## src/rtl/cpu_pkg.sv

```systemverilog
// rtl/cpu_pkg.sv - shared widths, control-bit indices and ID/EX record for the pipeline
package cpu_pkg;

  localparam int DATA_W = 16;
  localparam int REG_W  = 4;
  localparam int OPC_W  = 4;
  localparam int CTRL_W = 6;

  // id_ctrl / ex_ctrl = {reg_write, mem_read, mem_write, mem_to_reg, alu_src, hlt}
  localparam int CTRL_REG_WRITE  = 5;
  localparam int CTRL_MEM_READ   = 4;
  localparam int CTRL_MEM_WRITE  = 3;
  localparam int CTRL_MEM_TO_REG = 2;
  localparam int CTRL_ALU_SRC    = 1;
  localparam int CTRL_HLT        = 0;

  typedef struct packed {
    logic              valid;
    logic [OPC_W-1:0]  opcode;
    logic [REG_W-1:0]  rs;
    logic [REG_W-1:0]  rt;
    logic [REG_W-1:0]  rd;
    logic [CTRL_W-1:0] ctrl;
    logic [DATA_W-1:0] rs_data;
    logic [DATA_W-1:0] rt_data;
    logic [DATA_W-1:0] imm;
    logic [DATA_W-1:0] pc1;
  } id_ex_t;

  function automatic logic is_load(input logic [CTRL_W-1:0] ctrl);
    return ctrl[CTRL_MEM_READ];
  endfunction

endpackage

```

## src/rtl/id_ex_stage_if.sv

```systemverilog
// rtl/id_ex_stage_if.sv - decode-side inputs and registered execute-side outputs of the ID/EX stage
interface id_ex_if;
  import cpu_pkg::*;

  logic              id_valid;
  logic [OPC_W-1:0]  id_opcode;
  logic [REG_W-1:0]  id_rs;
  logic [REG_W-1:0]  id_rt;
  logic [REG_W-1:0]  id_rd;
  logic              id_rs_used;
  logic              id_rt_used;
  logic [CTRL_W-1:0] id_ctrl;
  logic [DATA_W-1:0] id_rs_data;
  logic [DATA_W-1:0] id_rt_data;
  logic [DATA_W-1:0] id_imm;
  logic [DATA_W-1:0] id_pc1;

  logic              ex_valid;
  logic [OPC_W-1:0]  ex_opcode;
  logic [REG_W-1:0]  ex_rs;
  logic [REG_W-1:0]  ex_rt;
  logic [REG_W-1:0]  ex_rd;
  logic [CTRL_W-1:0] ex_ctrl;
  logic [DATA_W-1:0] ex_rs_data;
  logic [DATA_W-1:0] ex_rt_data;
  logic [DATA_W-1:0] ex_imm;
  logic [DATA_W-1:0] ex_pc1;

  modport master (
    output id_valid, id_opcode, id_rs, id_rt, id_rd, id_rs_used, id_rt_used,
           id_ctrl, id_rs_data, id_rt_data, id_imm, id_pc1,
    input  ex_valid, ex_opcode, ex_rs, ex_rt, ex_rd, ex_ctrl,
           ex_rs_data, ex_rt_data, ex_imm, ex_pc1
  );

  modport slave (
    input  id_valid, id_opcode, id_rs, id_rt, id_rd, id_rs_used, id_rt_used,
           id_ctrl, id_rs_data, id_rt_data, id_imm, id_pc1,
    output ex_valid, ex_opcode, ex_rs, ex_rt, ex_rd, ex_ctrl,
           ex_rs_data, ex_rt_data, ex_imm, ex_pc1
  );

endinterface

```

## src/rtl/id_ex_stage_hazard_detect.sv

```systemverilog
// rtl/id_ex_stage_hazard_detect.sv - load-use hazard compare between the EX load and the ID reader
module hazard_detect
  import cpu_pkg::*;
(
  input  logic             i_flush,
  input  logic             i_ex_valid,
  input  logic             i_ex_mem_read,
  input  logic [REG_W-1:0] i_ex_rd,
  input  logic             i_id_valid,
  input  logic [REG_W-1:0] i_id_rs,
  input  logic [REG_W-1:0] i_id_rt,
  input  logic             i_id_rs_used,
  input  logic             i_id_rt_used,
  output logic             o_stall
);

  logic w_ex_is_load;
  logic w_rs_hit;
  logic w_rt_hit;

  // r0 is hardwired zero, so a load targeting it can never feed a reader
  assign w_ex_is_load = i_ex_valid && i_ex_mem_read && (i_ex_rd != '0);
  assign w_rs_hit     = i_id_rs_used && (i_id_rs == i_ex_rd);
  assign w_rt_hit     = i_id_rt_used && (i_id_rt == i_ex_rd);
  assign o_stall      = !i_flush && w_ex_is_load && i_id_valid && (w_rs_hit || w_rt_hit);

endmodule

```

## src/rtl/id_ex_stage.sv

```systemverilog
// rtl/id_ex_stage.sv - ID/EX pipeline register with load-use bubble insertion and event counters
module id_ex_stage
  import cpu_pkg::*;
#(
  parameter int CNT_W = 16
)
(
  input  logic             clk,
  input  logic             rst,
  input  logic             flush,
  id_ex_if.slave           bus,
  output logic             stall,
  output logic [CNT_W-1:0] stall_cnt,
  output logic [CNT_W-1:0] flush_cnt
);

  localparam logic [CNT_W-1:0] CNT_MAX = '1;

  id_ex_t           r_ex;
  logic [CNT_W-1:0] r_stall_cnt;
  logic [CNT_W-1:0] r_flush_cnt;
  logic             w_stall;

  hazard_detect u_hazard (
    .i_flush      (flush),
    .i_ex_valid   (r_ex.valid),
    .i_ex_mem_read(is_load(r_ex.ctrl)),
    .i_ex_rd      (r_ex.rd),
    .i_id_valid   (bus.id_valid),
    .i_id_rs      (bus.id_rs),
    .i_id_rt      (bus.id_rt),
    .i_id_rs_used (bus.id_rs_used),
    .i_id_rt_used (bus.id_rt_used),
    .o_stall      (w_stall)
  );

  always_ff @(posedge clk) begin
    if (rst) begin
      r_ex        <= '0;
      r_stall_cnt <= '0;
      r_flush_cnt <= '0;
    end else begin
      if (flush || w_stall) begin
        r_ex <= '0;
      end else begin
        r_ex.valid   <= bus.id_valid;
        r_ex.opcode  <= bus.id_opcode;
        r_ex.rs      <= bus.id_rs;
        r_ex.rt      <= bus.id_rt;
        r_ex.rd      <= bus.id_rd;
        r_ex.ctrl    <= bus.id_valid ? bus.id_ctrl : '0;
        r_ex.rs_data <= bus.id_rs_data;
        r_ex.rt_data <= bus.id_rt_data;
        r_ex.imm     <= bus.id_imm;
        r_ex.pc1     <= bus.id_pc1;
      end
      // w_stall is already masked by flush, so the two counters never step together
      if (w_stall && (r_stall_cnt != CNT_MAX)) begin
        r_stall_cnt <= r_stall_cnt + CNT_W'(1);
      end
      if (flush && (r_flush_cnt != CNT_MAX)) begin
        r_flush_cnt <= r_flush_cnt + CNT_W'(1);
      end
    end
  end

  assign stall          = w_stall;
  assign stall_cnt      = r_stall_cnt;
  assign flush_cnt      = r_flush_cnt;
  assign bus.ex_valid   = r_ex.valid;
  assign bus.ex_opcode  = r_ex.opcode;
  assign bus.ex_rs      = r_ex.rs;
  assign bus.ex_rt      = r_ex.rt;
  assign bus.ex_rd      = r_ex.rd;
  assign bus.ex_ctrl    = r_ex.ctrl;
  assign bus.ex_rs_data = r_ex.rs_data;
  assign bus.ex_rt_data = r_ex.rt_data;
  assign bus.ex_imm     = r_ex.imm;
  assign bus.ex_pc1     = r_ex.pc1;

endmodule

```

## src/flat_wrapper.sv

```systemverilog
// flat-port wrapper written by rule: the top's interface ports become plain ports
module id_ex_stage_flat import cpu_pkg::*;
#(
  parameter int CNT_W = 16
)
  (clk, rst, flush, stall, stall_cnt, flush_cnt, bus_id_valid, bus_id_opcode, bus_id_rs, bus_id_rt, bus_id_rd, bus_id_rs_used, bus_id_rt_used, bus_id_ctrl, bus_id_rs_data, bus_id_rt_data, bus_id_imm, bus_id_pc1, bus_ex_valid, bus_ex_opcode, bus_ex_rs, bus_ex_rt, bus_ex_rd, bus_ex_ctrl, bus_ex_rs_data, bus_ex_rt_data, bus_ex_imm, bus_ex_pc1);
  id_ex_if bus_i ();
  input  logic clk;
  input  logic rst;
  input  logic flush;
  output logic stall;
  output logic [CNT_W-1:0] stall_cnt;
  output logic [CNT_W-1:0] flush_cnt;
  input wire logic [$bits(bus_i.id_valid)-1:0] bus_id_valid;
  input wire logic [$bits(bus_i.id_opcode)-1:0] bus_id_opcode;
  input wire logic [$bits(bus_i.id_rs)-1:0] bus_id_rs;
  input wire logic [$bits(bus_i.id_rt)-1:0] bus_id_rt;
  input wire logic [$bits(bus_i.id_rd)-1:0] bus_id_rd;
  input wire logic [$bits(bus_i.id_rs_used)-1:0] bus_id_rs_used;
  input wire logic [$bits(bus_i.id_rt_used)-1:0] bus_id_rt_used;
  input wire logic [$bits(bus_i.id_ctrl)-1:0] bus_id_ctrl;
  input wire logic [$bits(bus_i.id_rs_data)-1:0] bus_id_rs_data;
  input wire logic [$bits(bus_i.id_rt_data)-1:0] bus_id_rt_data;
  input wire logic [$bits(bus_i.id_imm)-1:0] bus_id_imm;
  input wire logic [$bits(bus_i.id_pc1)-1:0] bus_id_pc1;
  output wire logic [$bits(bus_i.ex_valid)-1:0] bus_ex_valid;
  output wire logic [$bits(bus_i.ex_opcode)-1:0] bus_ex_opcode;
  output wire logic [$bits(bus_i.ex_rs)-1:0] bus_ex_rs;
  output wire logic [$bits(bus_i.ex_rt)-1:0] bus_ex_rt;
  output wire logic [$bits(bus_i.ex_rd)-1:0] bus_ex_rd;
  output wire logic [$bits(bus_i.ex_ctrl)-1:0] bus_ex_ctrl;
  output wire logic [$bits(bus_i.ex_rs_data)-1:0] bus_ex_rs_data;
  output wire logic [$bits(bus_i.ex_rt_data)-1:0] bus_ex_rt_data;
  output wire logic [$bits(bus_i.ex_imm)-1:0] bus_ex_imm;
  output wire logic [$bits(bus_i.ex_pc1)-1:0] bus_ex_pc1;
  assign bus_i.id_valid = bus_id_valid;
  assign bus_i.id_opcode = bus_id_opcode;
  assign bus_i.id_rs = bus_id_rs;
  assign bus_i.id_rt = bus_id_rt;
  assign bus_i.id_rd = bus_id_rd;
  assign bus_i.id_rs_used = bus_id_rs_used;
  assign bus_i.id_rt_used = bus_id_rt_used;
  assign bus_i.id_ctrl = bus_id_ctrl;
  assign bus_i.id_rs_data = bus_id_rs_data;
  assign bus_i.id_rt_data = bus_id_rt_data;
  assign bus_i.id_imm = bus_id_imm;
  assign bus_i.id_pc1 = bus_id_pc1;
  assign bus_ex_valid = bus_i.ex_valid;
  assign bus_ex_opcode = bus_i.ex_opcode;
  assign bus_ex_rs = bus_i.ex_rs;
  assign bus_ex_rt = bus_i.ex_rt;
  assign bus_ex_rd = bus_i.ex_rd;
  assign bus_ex_ctrl = bus_i.ex_ctrl;
  assign bus_ex_rs_data = bus_i.ex_rs_data;
  assign bus_ex_rt_data = bus_i.ex_rt_data;
  assign bus_ex_imm = bus_i.ex_imm;
  assign bus_ex_pc1 = bus_i.ex_pc1;
  id_ex_stage #(.CNT_W(CNT_W)) u_core (.clk(clk), .rst(rst), .flush(flush), .bus(bus_i), .stall(stall), .stall_cnt(stall_cnt), .flush_cnt(flush_cnt));
endmodule
```

## config.mk

```make
export PLATFORM = sky130hd
export DESIGN_NAME = id_ex_stage_flat
export DESIGN_NICKNAME = d
export VERILOG_FILES = /design/src/rtl/cpu_pkg.sv /design/src/rtl/id_ex_stage_if.sv /design/src/rtl/id_ex_stage_hazard_detect.sv /design/src/rtl/id_ex_stage.sv /design/src/flat_wrapper.sv
export SDC_FILE = /design/constraint.sdc
export NUM_CORES = 1
export LEC_CHECK = 0
export ABC_AREA = 0
export CORE_MARGIN = 3
export CORE_UTILIZATION = 43
export CTS_CLUSTER_DIAMETER = 40
export DETAILED_ROUTE_END_ITERATION = 8
export GPL_ROUTABILITY_DRIVEN = 0
export HOLD_SLACK_MARGIN = 0.05
export PLACE_DENSITY_LB_ADDON = 0.08
export SYNTH_ARGS = -nofsm -noshare
export SYNTH_HDL_FRONTEND = slang
export SYNTH_HIERARCHICAL = 1
export SYNTH_SLANG_ARGS = --single-unit
```

## constraint.sdc

```tcl
create_clock -name clk -period 4.85 [get_ports clk]
set_input_delay 0.97 -clock clk [delete_from_list [all_inputs] [get_ports clk]]
set_output_delay 0.97 -clock clk [all_outputs]
set_load 0.005 [all_outputs]
```

== After elaboration in Yosys (flattened, before gate mapping) ==
Index checks and enable logic that the tools add are counted.

* Word-level logic and storage cells: 34
* Output and inout bits: 120
* Register bits after elaboration: 119
* Input port bits: 92

* Bitwise operators: 1
* Reductions and logical operators: 15
* Eq/ne operators: 4
* $add $sub $neg: 2

{| class="wikitable"
|+ Operators by type and width
! operator !! count
|-
| adder 16 x 1 -> 16 bit (second input constant) || 2
|-
| != test 16 bit (second input constant) || 2
|-
| logical AND 1 bit || 9
|-
| equality test 4 bit || 2
|-
| nonzero test 4 bit || 1
|-
| OR reduction 3 bit || 1
|-
| logical OR 1 bit || 2
|-
| OR reduction 2 bit || 1
|-
| zero test 1 bit || 1
|-
| NOT 1 bit || 1
|}

== Logic depth before layout (Yosys ltp) ==
* Depth in word-level cells: 7
* Gate-level depth with buffers: 8
* Depth with buffers taken out: 8

== Hierarchy ==
Netlist, hierarchy kept.

{| class="wikitable"
|+ By module, submodules not included
! module !! instances !! cells each !! sequential area each (sq um) !! area each (sq um)
|-
| id_ex_stage || 1 || 371 || 2382.3 || 4007.6
|-
| hazard_detect || 1 || 15 || 0.0 || 117.6
|}

== Least setup slack after synthesis ==
No wires, ideal clock.

* Kind: input to register
* Start: input port bus_id_rt[1]
* End: register u_core.r_stall_cnt[15] (netlist: u_core/stall_cnt[15])
* Path buffers: 0
* Data required time: 4.780 ns
* Library setup time: 0.070 ns
* Setup slack: 1.900 ns
* Arrival time: 2.880 ns
* Cell stages on the path: 8
* Cell sequence: xor2_1 nor3_1 nand3_1 a211oi_2 and4_1 nand3_2 or4_1 a21oi_1

* Word-level cells in the longest chain between the ends: 5

{| class="wikitable"
|+ RTL lines
! element !! RTL line !! source
|-
| start, declared || flat_wrapper.sv:17 || <nowiki>input wire logic [$bits(bus_i.id_rt)-1:0] bus_id_rt;</nowiki>
|-
| equality test 4 bit || id_ex_stage_hazard_detect.sv:24 || <nowiki>assign w_rt_hit = i_id_rt_used && (i_id_rt == i_ex_rd);</nowiki>
|-
| logical AND 1 bit || id_ex_stage_hazard_detect.sv:24 ||
|-
| logical OR 1 bit || id_ex_stage_hazard_detect.sv:25 || <nowiki>assign o_stall = !i_flush && w_ex_is_load && i_id_valid && (w_rs_hit || w_rt_hit);</nowiki>
|-
| logical AND 1 bit || id_ex_stage_hazard_detect.sv:25 ||
|-
| named net stall || flat_wrapper.sv:11 || <nowiki>output logic stall;</nowiki>
|-
| logical AND 1 bit || id_ex_stage.sv:58 || <nowiki>if (w_stall && (r_stall_cnt != CNT_MAX)) begin</nowiki>
|-
| end signal, assigned || id_ex_stage.sv:59 || <nowiki>r_stall_cnt <= r_stall_cnt + CNT_W'(1);</nowiki>
|-
| end, declared || id_ex_stage.sv:20 || <nowiki>logic [CNT_W-1:0] r_stall_cnt;</nowiki>
|}

The timed path passes the listed nets, and every way through them passes these cells.
A chain may end at the register's enable or synchronous reset.

== Worst setup path after layout ==
* Start: input port bus_id_rt[1]
* End: output port stall

* Word-level cells in the longest chain between the ends: 4

{| class="wikitable"
|+ RTL lines
! element !! RTL line
|-
| equality test 4 bit || id_ex_stage_hazard_detect.sv:24
|-
| logical AND 1 bit || id_ex_stage_hazard_detect.sv:24
|-
| logical OR 1 bit || id_ex_stage_hazard_detect.sv:25
|-
| logical AND 1 bit || id_ex_stage_hazard_detect.sv:25
|-
| end, declared || flat_wrapper.sv:11
|}

No other way between the ends.

==> flow_metrics.env <==
export IMPL_status="finished clean"
export IMPL_synthTopCellsByCount="sky130_fd_sc_hd__dfxtp_1 (119), sky130_fd_sc_hd__and2_1 (81), sky130_fd_sc_hd__a21oi_1 (18), sky130_fd_sc_hd__nor2_1 (18), sky130_fd_sc_hd__nand2_1 (13)"
export IMPL_cts_bufs_inserted=17
export IMPL_critical_path_max_stage_delay_ps=530
export IMPL_dp_hpwl_um=8620
export IMPL_gr_total_overflow=0
export IMPL_yosys_cell_count_top_type="sky130_fd_sc_hd__dfxtp_1"
export IMPL_seq_area_frac_synth_pct=57.7
export IMPL_timing_final_crit_period_ps=3820
export IMPL_postCtsSetupBuffers=0
export IMPL_drt_wirelength_per_cell_um=15.5
export IMPL_postCtsResizedCells=0
export IMPL_slew_violations=0
export IMPL_grt_pass1_wl_um=18500
export IMPL_die_h_um=104
export IMPL_drt_initial_drc_count=113
export IMPL_netlist_top_cell_by_area="sky130_fd_sc_hd__dfxtp_1"
export IMPL_h_tree_depth=4
export IMPL_grt_start_max_net_pins=88
export IMPL_hold_violations=0
export IMPL_filler_cells_inserted=685
export IMPL_root_buffer="sky130_fd_sc_hd__clkbuf_8"
export IMPL_via_count_of_the_first_global_routing_pass=3609
export IMPL_synthesis_yosys_warnings=6
export IMPL_ir_drop_mv=0.227
export IMPL_clk_pin_slew_worst_paths_ps=60
export IMPL_synthesis_instances=386
export IMPL_gr_usage_all_layers_pct=21.5
export IMPL_syn_area_um2=4130
export IMPL_initial_utilization_pct=44.4
export IMPL_critical_path_max_fanout=9
export IMPL_io_pins=212
export IMPL_synth_edf_count=0
export IMPL_relSlewSlack_pct=57.8
export IMPL_syn_num_nets=480
export IMPL_worst_skew_pair_late_latency_ps=500
export IMPL_die_area_um2=10800
export IMPL_synthDistinctLibCells=44
export IMPL_power_leakage_nw=2.63
export IMPL_number_of_antenna_violations_at_the_first_check_in_global_routing=0
export IMPL_critPathRequiredTime_ps=3880
export IMPL_proportion_of_register_bits_with_asynchronous_set_or_reset_after_synthesis_pct=0
export IMPL_worst_slew_pin_slew_ps=633
export IMPL_synthTopCellsByArea="sky130_fd_sc_hd__dfxtp_1 (58%), sky130_fd_sc_hd__and2_1 (12%), sky130_fd_sc_hd__a21oi_1 (2.2%), sky130_fd_sc_hd__o31ai_1 (2.0%), sky130_fd_sc_hd__xor2_1 (1.9%)"
export IMPL_sum_of_negative_setup_slack_ps=0
export IMPL_vias_per_cell=4.82
export IMPL_power_mw=2.47
export IMPL_iteration_count_of_the_initial_detailed_routing_pass=4
export IMPL_share_of_yosys_cell_area_claimed_by_the_top_area_cell_type_pct=57.7
export IMPL_rows=35
export IMPL_critical_path_n_buffers_inverters=3
export IMPL_cp_end_kind="output pin"
export IMPL_tritoncts="done"
export IMPL_dominantRegCellSynth="sky130_fd_sc_hd__dfxtp_1"
export IMPL_timing_hold_worst_class="flop to flop"
export IMPL_dpl_cell_count=714
export IMPL_antenna_left=0
export IMPL_report_final_setup_viol=0
export IMPL_cts_buffer_depth=2
export IMPL_syn_to_final_growth_pct=68.7
export IMPL_num_vias=3594
export IMPL_fin_cells=746
export IMPL_max_clock_freq_mhz=262
export IMPL_syn_area_per_cell_um2=10.7
export IMPL_drive_above_1_share_pct=7.94
export IMPL_power_density_nw_per_um2=356
export IMPL_worst_path_dominant_cell_family="buffers and inverters"
export IMPL_critPathArrivalTime_ps=2850
export IMPL_fin_nets=698
export IMPL_rsz_0062_raised_after_global_routing="false"
export IMPL_cts_num_sinks=119
export IMPL_critPathMostFrequentCell="sky130_fd_sc_hd__clkdlybuf4s50_1"
export IMPL_die_w_um=104
export IMPL_timing_critical_path_cells="clkdlybuf4s50_1 > xor2_1 > nor3_1 > nand3_1 > a211oi_2 > buf_4 > clkdlybuf4s50_1"
export IMPL_critical_path_slowest_cell="sky130_fd_sc_hd__clkdlybuf4s50_1"
export IMPL_ctsHoldBuffers=0
export IMPL_floorplan_core_area_um2=9280
export IMPL_drt_drc_violations_left=0
export IMPL_type_of_element_launching_the_critical_path="primary input"
export IMPL_timing_clock_skew_ps=7.33
export IMPL_routed_wl_um=11600
export IMPL_port_buffers=211
export IMPL_max_cap_viol_count=0
export IMPL_worst_hold_slack_ps=505
export IMPL_worst_setup_path_type="primary input to output pin"
export IMPL_synth_seq_cells=119
export IMPL_ratio_of_final_minimum_period_to_clock_period_pct=78.7
export IMPL_antenna_cells=0
==> registers in the layout (all words and copies together) (netlist names), 6 cells and up <==
signal / cells
u_core/bus.ex_ctrl: 6
u_core/bus.ex_imm: 16
u_core/bus.ex_pc1: 16
u_core/bus.ex_rs_data: 16
u_core/bus.ex_rt_data: 16
u_core/flush_cnt: 16
u_core/stall_cnt: 16
==> cell families (layout without fill, tap and decap cells) <==
kind of cell / Yosys count / after routing / synth area share, %
flops: 119 / 119 / 57.7
fa+ha+maj: 2 / 2 / 0.607
simple gates: 180 / 180 / 27.1
compound gates: 46 / 46 / 7.95
mux: 6 / 6 / 1.49
xor+xnor: 12 / 12 / 2.55
buf+inv: 21 / 252 / 2.55
==> worst min-delay path: cells and delay by family (launching register included) <==
| kind | cells | cell delay [ps] |
|---|---|---|
| AOI/OAI and AO/OA | 2 | 130 |
| DFF | 1 | 330 |
==> power breakdown <==
group	total [mW]	internal (mW)	switching, mW	leakage (nW)
Combinational	0.184	0.131	0.0526	1.37
Sequential	1.02	1.01	0.0114	0.972
Clock	1.27	0.844	0.427	0.290
Total	2.47	1.98	0.491	2.63
==> stage by stage <==
stage | util (%) | area, µm² | worst slack, ps
finish | 75.0 | 6960 | 1030
global route | 75.0 | 6960 | 940
CTS | 75.0 | 6960 | 1030
detailed placement | 68.4 | 6350 | 1050
global placement | 68.4 | 6350 | 1050
floorplan | - | 4130 | 1900
==> cells in the final DEF (no fill, tap or decap), types with 3 or more instances in the layout <==
cell	n
sky130_fd_sc_hd__bufinv_16	4
sky130_fd_sc_hd__nand4_1	9
sky130_fd_sc_hd__o31ai_1	11
sky130_fd_sc_hd__inv_1	5
sky130_fd_sc_hd__and3_1	11
sky130_fd_sc_hd__and2_1	81
sky130_fd_sc_hd__clkinvlp_4	4
sky130_fd_sc_hd__nor3_1	7
sky130_fd_sc_hd__xnor2_1	3
sky130_fd_sc_hd__or3_1	7
sky130_fd_sc_hd__nand3_1	7
sky130_fd_sc_hd__nor2_1	18
sky130_fd_sc_hd__clkinv_2	4
sky130_fd_sc_hd__or4_1	9
sky130_fd_sc_hd__o21ai_0	6
sky130_fd_sc_hd__dfxtp_1	119
sky130_fd_sc_hd__clkdlybuf4s50_1	211
sky130_fd_sc_hd__clkbuf_16	16
sky130_fd_sc_hd__a21oi_1	18
sky130_fd_sc_hd__buf_4	4
sky130_fd_sc_hd__nand2_1	13
sky130_fd_sc_hd__xor2_1	9
sky130_fd_sc_hd__mux2i_1	5
==> area by class of cell <==
type	instances	area, µm²	area share, %
clock buffer	19	432	6.20
inverter	5	18.8	0.270
timing repair buffer	215	2140	30.8
multi-input combinational	246	1640	23.6
tap	129	161	2.32
sequential	119	2380	34.2
clock inverter	13	179	2.57
==> path summary, 6_finish.rpt <==
kind,to,slack (ps),cells past startpoint,start
max,stall,1030,7,bus_id_rt[1]
max reg2reg,u_core/stall_cnt[15],2420,9,u_core/bus.ex_rd[1]
min,u_core/flush_cnt[15],510,2,u_core/flush_cnt[15]
min reg2reg,u_core/flush_cnt[15],510,2,u_core/flush_cnt[15]
==> per-layer routing <==
| metal | routed length, µm | global-route usage [%] | vias up |
|---|---|---|---|
| li1 | - | - | 1781 |
| met1 | 4330 | 23.3 | 1681 |
| met2 | 5990 | 36.6 | 130 |
| met3 | 1200 | 11.5 | 2 |
| met4 | 49 | 5.98 | 0 |
| met5 | 0 | 0 | - |
No activity file was read; power rests on OpenSTA's default activity.
